File: config.mk
export PLATFORM = sky130hd
export DESIGN_NAME = pwm8_from_cnt
export DESIGN_NICKNAME = d
export VERILOG_FILES = /design/src/rtl/pwm8_from_cnt.sv
export SDC_FILE = /design/constraint.sdc
export NUM_CORES = 1
export LEC_CHECK = 0
export CAP_MARGIN = 20
export CORE_MARGIN = 3
export CORE_UTILIZATION = 37
export CTS_CLUSTER_DIAMETER = 60
export DETAILED_ROUTE_END_ITERATION = 6
export GPL_TIMING_DRIVEN = 1
export HOLD_SLACK_MARGIN = 0.12
export PLACE_DENSITY = 0.59
export SLEW_MARGIN = 20
export SYNTH_ARGS = -nofsm -noshare
export SYNTH_HDL_FRONTEND = slang
export SYNTH_SLANG_ARGS = --single-unit
File: constraint.sdc
create_clock -name clk -period 8.1 [get_ports clk]
set_input_delay 1.62 -clock clk [delete_from_list [all_inputs] [get_ports clk]]
set_output_delay 1.62 -clock clk [all_outputs]
set_load 0.005 [all_outputs]
File: src/rtl/pwm8_from_cnt.sv
// PWM generator driven by a shared free-running up-counter's CNT value.
// Double-buffered duty register; output starts only on a clean period boundary after enable.
module pwm8_from_cnt #(
  parameter int WIDTH = 8,
  parameter bit POL   = 1'b0
) (
  input  logic             clk,
  input  logic             res,
  input  logic             EN,
  input  logic [WIDTH-1:0] CNT,
  input  logic [WIDTH-1:0] duty_in,
  input  logic             duty_wr,
  output logic             pwm,
  output logic             per_start,
  output logic             upd_ack,
  output logic             busy
);

  localparam logic [1:0] IDLE  = 2'd0;
  localparam logic [1:0] ARMED = 2'd1;
  localparam logic [1:0] RUN   = 2'd2;

  logic [1:0]       state, state_nxt;
  logic [WIDTH-1:0] cnt_prev;
  logic [WIDTH-1:0] shadow;
  logic [WIDTH-1:0] active, active_eff;
  logic             pending;
  logic             bnd;
  logic             xfer;

  // A boundary is any backward step of CNT: natural wrap or an upstream reload.
  always_comb begin
    bnd        = (CNT < cnt_prev);
    xfer       = bnd && (state != IDLE) && pending;
    active_eff = xfer ? shadow : active;
  end

  always_comb begin
    state_nxt = state;
    case (state)
      IDLE:    if (EN) state_nxt = ARMED;
      ARMED:   if (!EN) state_nxt = IDLE;
               else if (bnd) state_nxt = RUN;
      RUN:     if (!EN) state_nxt = IDLE;
      default: state_nxt = IDLE;
    endcase
  end

  always_ff @(posedge clk) begin
    if (res) begin
      state     <= IDLE;
      cnt_prev  <= '0;
      shadow    <= '0;
      active    <= '0;
      pending   <= 1'b0;
      pwm       <= POL;
      per_start <= 1'b0;
      upd_ack   <= 1'b0;
      busy      <= 1'b0;
    end else begin
      state    <= state_nxt;
      cnt_prev <= CNT;
      if (xfer) active <= shadow;
      // A write on the boundary edge lands in shadow and stays pending for the next period.
      if (duty_wr) begin
        shadow  <= duty_in;
        pending <= 1'b1;
      end else if (xfer) begin
        pending <= 1'b0;
      end
      pwm       <= (state_nxt == RUN) ? (POL ^ (CNT < active_eff)) : POL;
      per_start <= bnd && (state != IDLE);
      upd_ack   <= xfer;
      busy      <= (state_nxt == RUN);
    end
  end

endmodule

==> results of run 1 <==
==> worst paths after layout <==
kind	startpoint	end	slack [ns]
setup reg to reg	cnt_prev[7]$_SDFF_PP0_	pwm$_SDFF_PP0_	5.01
setup / recovery	CNT[7]	pwm$_SDFF_PP0_	3.51
hold / removal	active[0]$_SDFF_PP0_	active[0]$_SDFF_PP0_	0.49
hold reg to reg	active[0]$_SDFF_PP0_	active[0]$_SDFF_PP0_	0.49
==> worst min-delay path, stage by stage (launching register included) <==
cell and delay, ns:
sky130_fd_sc_hd__dfxtp_1 0.33, sky130_fd_sc_hd__mux2i_1 0.06, sky130_fd_sc_hd__nor2_1 0.07
==> power breakdown <==
group	total (W)	switching (W)	internal (W)	leakage (nW)
Clock	0.000157	0.0000571	0.0000994	0.0612
Sequential	0.000161	0.00000266	0.000159	0.254
Combinational	0.0000408	0.0000190	0.0000218	0.411
Total	0.000359	0.0000788	0.000280	0.727
==> cell type report <==
class / instances / area (um^2)
Multi-Input combinational cell: 89 / 716.9
Clock buffer: 6 / 82.58
Sequential cell: 31 / 620.6
Tap cell: 46 / 57.56
Fill cell: 362 / 1688
Clock inverter: 2 / 35.03
Timing Repair Buffer: 23 / 230.2
Inverter: 10 / 37.54
==> flip-flops by register name, indices dropped and copies added, names as in the netlist <==
signal / cells
active: 8
busy: 1
cnt_prev: 8
pending: 1
per_start: 1
pwm: 1
shadow: 8
state: 2
upd_ack: 1
==> stage by stage <==
| step | setup WS [ns] | instances |
|---|---|---|
| 3_5_place_dp | 3.207 | 199 |
| 2_1_floorplan | 3.943 | 134 |
| 5_1_grt | 3.220 | 207 |
| 4_1_cts | 3.502 | 207 |
| 3_3_place_gp | 3.354 | 199 |
| 6_report | 3.506 | 207 |
==> Yosys cell counts (2+ instances only) <==
master,n
sky130_fd_sc_hd__a21o_1,4
sky130_fd_sc_hd__a21oi_1,2
sky130_fd_sc_hd__clkbuf_1,3
sky130_fd_sc_hd__dfxtp_1,31
sky130_fd_sc_hd__ha_1,14
sky130_fd_sc_hd__inv_1,10
sky130_fd_sc_hd__mux2i_1,16
sky130_fd_sc_hd__nand2_1,2
sky130_fd_sc_hd__nand4_1,2
sky130_fd_sc_hd__nor2_1,20
sky130_fd_sc_hd__nor2b_1,9
sky130_fd_sc_hd__o21ai_0,3
sky130_fd_sc_hd__o31ai_1,2
==> per-layer routing <==
layer / global-route usage, % / part of all wire, %
met1: 16.79 / 47
met2: 20.61 / 46
met3: 4.659 / 5.5
met4: 5.316 / 1.4
met5: 0 / 0
==> kinds of logic after synthesis <==
logic type / after synthesis
mux: 17
fa+ha+maj: 14
compound gates: 17
buf+inv: 14
flops: 31
simple gates: 41
==> flow_summary.rst, run 1 <==
.. list-table::
   :header-rows: 1

   * - Metric
     - Value
   * - GP Congestion
     - 0.8774
   * - Slowest cell on the critical path
     - sky130_fd_sc_hd__clkdlybuf4s50_1
   * - Number of H-tree levels
     - 2
   * - Most numerous cell on the critical path
     - sky130_fd_sc_hd__ha_1
   * - FP Rows
     - 21
   * - Fmax
     - 217.7 MHz
   * - Setup repair after global routing missed its margin
     - no
   * - Final sum of negative setup slack
     - 0 ns
   * - Top Family by Delay on Critical Path
     - compound AO/OA/AOI/OAI gates
   * - Compound-Gate Fraction of Synth Area
     - between 10 and 15%
   * - Placed wire-length estimate after detailed placement
     - roughly 2000 um
   * - Final core occ
     - 51.33%
   * - Most common library cell in the layout ignoring fill and taps
     - sky130_fd_sc_hd__dfxtp_1
   * - Most common flop cell mapped by yosys
     - sky130_fd_sc_hd__dfxtp_1
   * - Drt first pass iters
     - 4
   * - Initial detailed-routing violation count
     - 39
   * - Clock tree from TritonCTS
     - built
   * - Power per cell area
     - 201.5 nW/um^2
   * - Proportion of layout cells with a drive suffix above 1
     - 9.317%
   * - Final setup violation count
     - 0
   * - Final Hold Viols
     - 0
   * - Full die area
     - 4529 um^2
   * - Data arrival time of the worst path
     - 4.81 ns
   * - Post-CTS setup buffers
     - 0
   * - Final cycle utilization of the critical path
     - between 50% and 60%
   * - Dominant combinational cell family by area after synthesis
     - simple AND/OR/NAND/NOR gates
   * - Post-Route WL
     - approximately 2600 um
   * - Post-route minimum period
     - around 4.6 ns
   * - Class of the tightest hold or removal check
     - flop to flop
   * - Via count of the routed design
     - 983
   * - Via count of the first global-routing pass
     - 937
   * - Worst path cell trace
     - clkdlybuf4s50_1, ha_1, and4_1, a211oi_2, nand2_2, nor2_8, mux2i_1, ha_1, a21o_1, a211oi_1, o21ai_0, mux2_4, a21oi_2
   * - Max Buffers Root-to-Sink
     - 2
   * - Root Buffer Master
     - sky130_fd_sc_hd__clkbuf_8
   * - Run status
     - completed
   * - Net count of the mapped netlist
     - around 170
   * - Number of enable-type register cells in the synthesized netlist
     - 0
   * - Clk sink count
     - 31
   * - Placed inst area
     - 1663 um^2
   * - Crit. End Element
     - flop
   * - Hold_buf cts
     - 0
   * - Cell type contributing the most total cell area after synthesis
     - sky130_fd_sc_hd__dfxtp_1
   * - Maximum fanout along the worst path
     - 9
   * - Cell depth of the worst min-delay path
     - 2
   * - Synth Warn #
     - 0
   * - Number of cells on the worst reg-to-reg path
     - 13
   * - Total non-filler cell area in the finished layout
     - 1780 um^2
   * - Post-detailed-route wirelength per cell
     - 12.65 um
   * - TritonCTS buffer count
     - 5
   * - Top-area cell type share of the netlist area
     - about 45%
   * - Die Wd
     - 67.30 um
   * - Worst slack on hold paths
     - ~0.5 ns
   * - #FFs+latches synth
     - 31
   * - DRC errors left
     - 0
   * - First-pass GRT wire length
     - 4422 um
   * - Initial Utilization
     - 40.08%
   * - Layout Skew
     - 0.005947 ns
   * - Delay contributed by the slowest stage of the critical path
     - 0.46 ns
   * - Clk_lat worst skew
     - 0.28 ns
   * - Syn_area_per_cell
     - 10.37 um^2
   * - Height of the chip
     - 67.30 um
   * - Pin count of the biggest net entering global routing
     - 29
   * - Ports placed on the boundary
     - 24
   * - ANT cells
     - 0
   * - Slew of the pin with the lowest slew margin
     - 0.9664 ns
   * - Antenna violations before repair
     - 0
   * - Resized Gates After CTS
     - 0
   * - Max-slew headroom
     - around 35%
   * - Worst vdd ir
     - 0.0001105 V
   * - Number of buffers and inverters on the critical path
     - 1
   * - Clock transition at path regs
     - around 0.070 ns
   * - Total power of the final layout
     - 0.0003587 W
   * - Number of violations of the max-capacitance limit
     - 0
   * - Synthesized-area fraction occupied by and/or/nand/nor cells
     - 16.20%
   * - Global-route total usage across every layer
     - 13.29%
   * - Total standard cell area after synthesis
     - 1390 um^2
   * - Sequential-to-total area share from yosys stat
     - ~45%
   * - Number of distinct library cell variants in the gate-level netlist after synthesis
     - 29
   * - Synthesized netlist cell count
     - roughly 130
   * - Vias per Instance
     - 4.749
   * - Kind of critical path
     - input port to flop
   * - Number of port buffers
     - 23
   * - Fraction of the mapped netlist area in adder cells
     - 12.60%
   * - Overflow left after global routing
     - 0
   * - Biggest area contributors in the synthesized netlist
     - sky130_fd_sc_hd__dfxtp_1 (45%), sky130_fd_sc_hd__ha_1 (13%), sky130_fd_sc_hd__mux2i_1 (12%)
   * - Layout-stage area growth over the synthesis result
     - 28.08%
   * - Area inside the core boundary
     - approximately 3500 um^2
   * - Critical path depth
     - 13
   * - Async SR Flop Fraction
     - 0%
   * - Static leakage
     - roughly 0.73 nW
   * - Net count reported at finish
     - 194
   * - Share of the synthesized netlist area taken by xor and xnor gates
     - 0%
   * - Portion of netlist area occupied by mux cells
     - 12.60%
   * - Startpoint type of the worst setup path
     - input port
   * - Most frequent cells in the layout
     - sky130_fd_sc_hd__dfxtp_1 (31), sky130_fd_sc_hd__clkdlybuf4s50_1 (23), sky130_fd_sc_hd__nor2_1 (20)
   * - Number of nets with antenna violations after detailed routing
     - 0
   * - Data required time at the worst endpoint
     - 8.32 ns
   * - Fin. max-slew vios
     - 0
(Power assumes the default switching activity.)
==> run 2, diff against run 1 <==
--- a/config.mk
+++ b/config.mk
@@ -12,7 +12,7 @@
 export DETAILED_ROUTE_END_ITERATION = 6
 export GPL_TIMING_DRIVEN = 1
 export HOLD_SLACK_MARGIN = 0.12
-export PLACE_DENSITY = 0.59
+export PLACE_DENSITY = 0.62
 export SLEW_MARGIN = 20
 export SYNTH_ARGS = -nofsm -noshare
 export SYNTH_HDL_FRONTEND = slang
==> constraint.sdc (replaced) <==
create_clock -name clk -period 3.9 [get_ports clk]
set_input_delay 0.78 -clock clk [delete_from_list [all_inputs] [get_ports clk]]
set_output_delay 0.78 -clock clk [all_outputs]
set_load 0.005 [all_outputs]
==> flow_summary.rst, run 2 (synthesis results as in run 1) <==
.. list-table::
   :header-rows: 1

   * - Metric
     - Value
   * - Fill cell total of the finished layout
     - 359 (was 362)
   * - Most frequent cells in the layout
     - sky130_fd_sc_hd__dfxtp_1 (31), sky130_fd_sc_hd__clkdlybuf4s50_1 (23), sky130_fd_sc_hd__nor2_1 (20) (unchanged)
   * - Worst path cell trace
     - clkdlybuf4s50_1, ha_1, and4_1, a211oi_2, nand2_2, nor2_8, buf_4, mux2i_1, ha_1, a211oi_1, o21ai_0, mux2_4, a21oi_2 (was clkdlybuf4s50_1, ha_1, and4_1, a211oi_2, nand2_2, nor2_8, mux2i_1, ha_1, a21o_1, a211oi_1, o21ai_0, mux2_4, a21oi_2)
   * - Root Buffer Master
     - sky130_fd_sc_hd__clkbuf_8 (unchanged)
   * - Clock tree from TritonCTS
     - built (unchanged)
   * - FF/Latch Area
     - 620.6 um^2 (unchanged)
   * - ANT cells
     - 0 (unchanged)
   * - Final cycle utilization of the critical path
     - 93.73%
   * - Ports placed on the boundary
     - 24 (unchanged)
   * - Final setup violation count
     - 0 (unchanged)
   * - Static leakage
     - 0.7272 nW (was 0.7267 nW)
   * - Crit. End Element
     - flop (unchanged)
   * - Post-Route WL
     - 2446 um (was 2619 um)
   * - Final sum of negative setup slack
     - 0 ns (unchanged)
   * - Slowest cell on the critical path
     - sky130_fd_sc_hd__clkdlybuf4s50_1 (unchanged)
   * - Overflow left after global routing
     - 0 (unchanged)
   * - Data arrival time of the worst path
     - 3.87 ns (was 4.81 ns)
   * - Clock transition at path regs
     - 0.06 ns (was 0.07 ns)
   * - Area inside the core boundary
     - 3468 um^2 (unchanged)
   * - Net count reported at finish
     - 196 (was 194)
   * - Layout Skew
     - 0.003855 ns (was 0.005947 ns)
   * - Startpoint type of the worst setup path
     - input port (unchanged)
   * - Data required time at the worst endpoint
     - 4.11 ns (was 8.32 ns)
   * - Via count of the routed design
     - 980 (was 983)
   * - Global-route total usage across every layer
     - 12.43% (was 13.29%)
   * - Run status
     - completed (unchanged)
   * - Class of the tightest hold or removal check
     - flop to flop (unchanged)
   * - Full die area
     - 4529 um^2 (unchanged)
   * - Initial Utilization
     - 40.08% (unchanged)
   * - Slew of the pin with the lowest slew margin
     - 0.5416 ns (was 0.9664 ns)
   * - Registers with the most flip-flops
     - active (8), cnt_prev (8), shadow (8) (unchanged)
   * - Max Buffers Root-to-Sink
     - 2 (unchanged)
   * - Post-detailed-route wirelength per cell
     - 11.70 um (was 12.65 um)
   * - Number of port buffers
     - 23 (unchanged)
   * - FP Rows
     - 21 (unchanged)
   * - Drt first pass iters
     - 4 (unchanged)
   * - Layout-stage area growth over the synthesis result
     - 27.90% (was 28.08%)
   * - Setup repair after global routing missed its margin
     - no (unchanged)
   * - Clk_lat worst skew
     - 0.27 ns (was 0.28 ns)
   * - Number of nets with antenna violations after detailed routing
     - 0 (unchanged)
   * - Placed wire-length estimate after detailed placement
     - 1843 um (was 2004 um)
   * - Number of violations of the max-capacitance limit
     - 0 (unchanged)
   * - Die Wd
     - 67.30 um (unchanged)
   * - Vias per Instance
     - 4.689 (was 4.749)
   * - Clk sink count
     - 31 (unchanged)
   * - Power per cell area
     - 387.2 nW/um^2 (was 201.5 nW/um^2)
   * - Worst vdd ir
     - 0.0002210 V (was 0.0001105 V)
   * - Resized Gates After CTS
     - 0 (unchanged)
   * - Kind of critical path
     - input port to flop (unchanged)
   * - Proportion of layout cells with a drive suffix above 1
     - 9.816% (was 9.317%)
   * - Initial detailed-routing violation count
     - 19 (was 39)
   * - Post-route minimum period
     - between 3 and 4 ns
   * - Fin. max-slew vios
     - 0 (unchanged)
   * - Maximum fanout along the worst path
     - 8 (was 9)
   * - Fmax
     - 273.6 MHz
   * - Post-CTS setup buffers
     - 0 (unchanged)
   * - Final core occ
     - 51.26% (was 51.33%)
   * - Hold_buf cts
     - 0 (unchanged)
   * - Area of the multi-input gates
     - 716.9 um^2 (unchanged)
   * - Most common library cell in the layout ignoring fill and taps
     - sky130_fd_sc_hd__dfxtp_1 (unchanged)
   * - Delay contributed by the slowest stage of the critical path
     - 0.46 ns (about the same)
   * - Antenna violations before repair
     - 0 (unchanged)
   * - Number of H-tree levels
     - 2 (unchanged)
   * - Cell depth of the worst min-delay path
     - 2 (unchanged)
   * - Final Hold Viols
     - 0 (unchanged)
   * - First-pass GRT wire length
     - 4091 um (was 4422 um)
   * - Worst slack on hold paths
     - 0.4906 ns (was 0.4941 ns)
   * - DRC errors left
     - 0 (unchanged)
   * - Max-slew headroom
     - 63.78% (was 35.37%)
   * - Most numerous cell on the critical path
     - sky130_fd_sc_hd__ha_1 (unchanged)
   * - GP Congestion
     - 0.7230 (was 0.8774)
   * - Number of cells on the worst reg-to-reg path
     - 13 (unchanged)
   * - TritonCTS buffer count
     - 5 (unchanged)
   * - Height of the chip
     - 67.30 um (unchanged)
   * - Via count of the first global-routing pass
     - 989 (was 937)
   * - Pin count of the biggest net entering global routing
     - 29 (unchanged)
[run 2: cell types whose count changed in the layout (fill, tap and decap cells not counted)]
cell / delta
sky130_fd_sc_hd__buf_4: +2
sky130_fd_sc_hd__clkinv_2: -1
sky130_fd_sc_hd__bufinv_16: -1
sky130_fd_sc_hd__clkbuf_1: +1
sky130_fd_sc_hd__clkbuf_8: +1
[run 2: per-stage QoR]
stage	cells	area (um^2)	total power, W	setup slack, ns
2_1_floorplan	134	1390	0.0003915	0.5827
3_3_place_gp	201	1678	0.0004251	0.01531
3_5_place_dp	201	1678	0.0004275	-0.009284
4_1_cts	209	1778	0.0006986	0.2322
5_1_grt	209	1778	0.0007241	0.02344
6_report	209	1778	0.0006884	0.2446
[run 2: worst max-delay path: cells and delay by family]
kind / cells / cell delay (ns)
AO/OA/AOI/OAI: 4 / 0.77
buffers and inverters: 2 / 0.66
adder cells (fa/ha/maj): 2 / 0.64
multiplexers: 2 / 0.53
AND/OR/NAND/NOR: 3 / 0.46
[run 2: layout make-up]
cell class / instances / area share [%]
multi-input combinational: 89 / 40.32
sequential: 31 / 34.90
timing repair buffer: 25 / 13.79
clock buffer: 8 / 5.630
tap: 46 / 3.237
inverter: 10 / 2.111
[run 2: report_power, final]
part	switching (W)	internal [W]	leakage, nW	total (W)
logic	0.0000390	0.0000458	0.421	0.0000849
registers	0.00000512	0.000330	0.254	0.000335
clock network	0.000108	0.000161	0.0515	0.000269
total	0.000152	0.000536	0.727	0.000688
[run 2: final timing paths]
kind,from,endpoint,slack [ns]
max,CNT[7],pwm$_SDFF_PP0_,0.24
min,active[0]$_SDFF_PP0_,active[0]$_SDFF_PP0_,0.49
max reg2reg,cnt_prev[7]$_SDFF_PP0_,pwm$_SDFF_PP0_,0.93
min reg2reg,active[0]$_SDFF_PP0_,active[0]$_SDFF_PP0_,0.49
[run 2: metal layers]
layer | up-vias | GRT usage (%) | routed length [um]
met5 | - | 0 | 0
met4 | 0 | 7.595 | 27
met3 | 2 | 3.993 | 136
met2 | 25 | 21.23 | 1156
met1 | 441 | 13.25 | 1126
li1 | 512 | - | -
==> run 3, diff against run 2 <==
--- a/config.mk
+++ b/config.mk
@@ -17,3 +17,4 @@
 export SYNTH_ARGS = -nofsm -noshare
 export SYNTH_HDL_FRONTEND = slang
 export SYNTH_SLANG_ARGS = --single-unit
+export TNS_END_PERCENT = 5
==> results of run 3 <==
Final layout, timing and power as in run 2 (identical DEF).
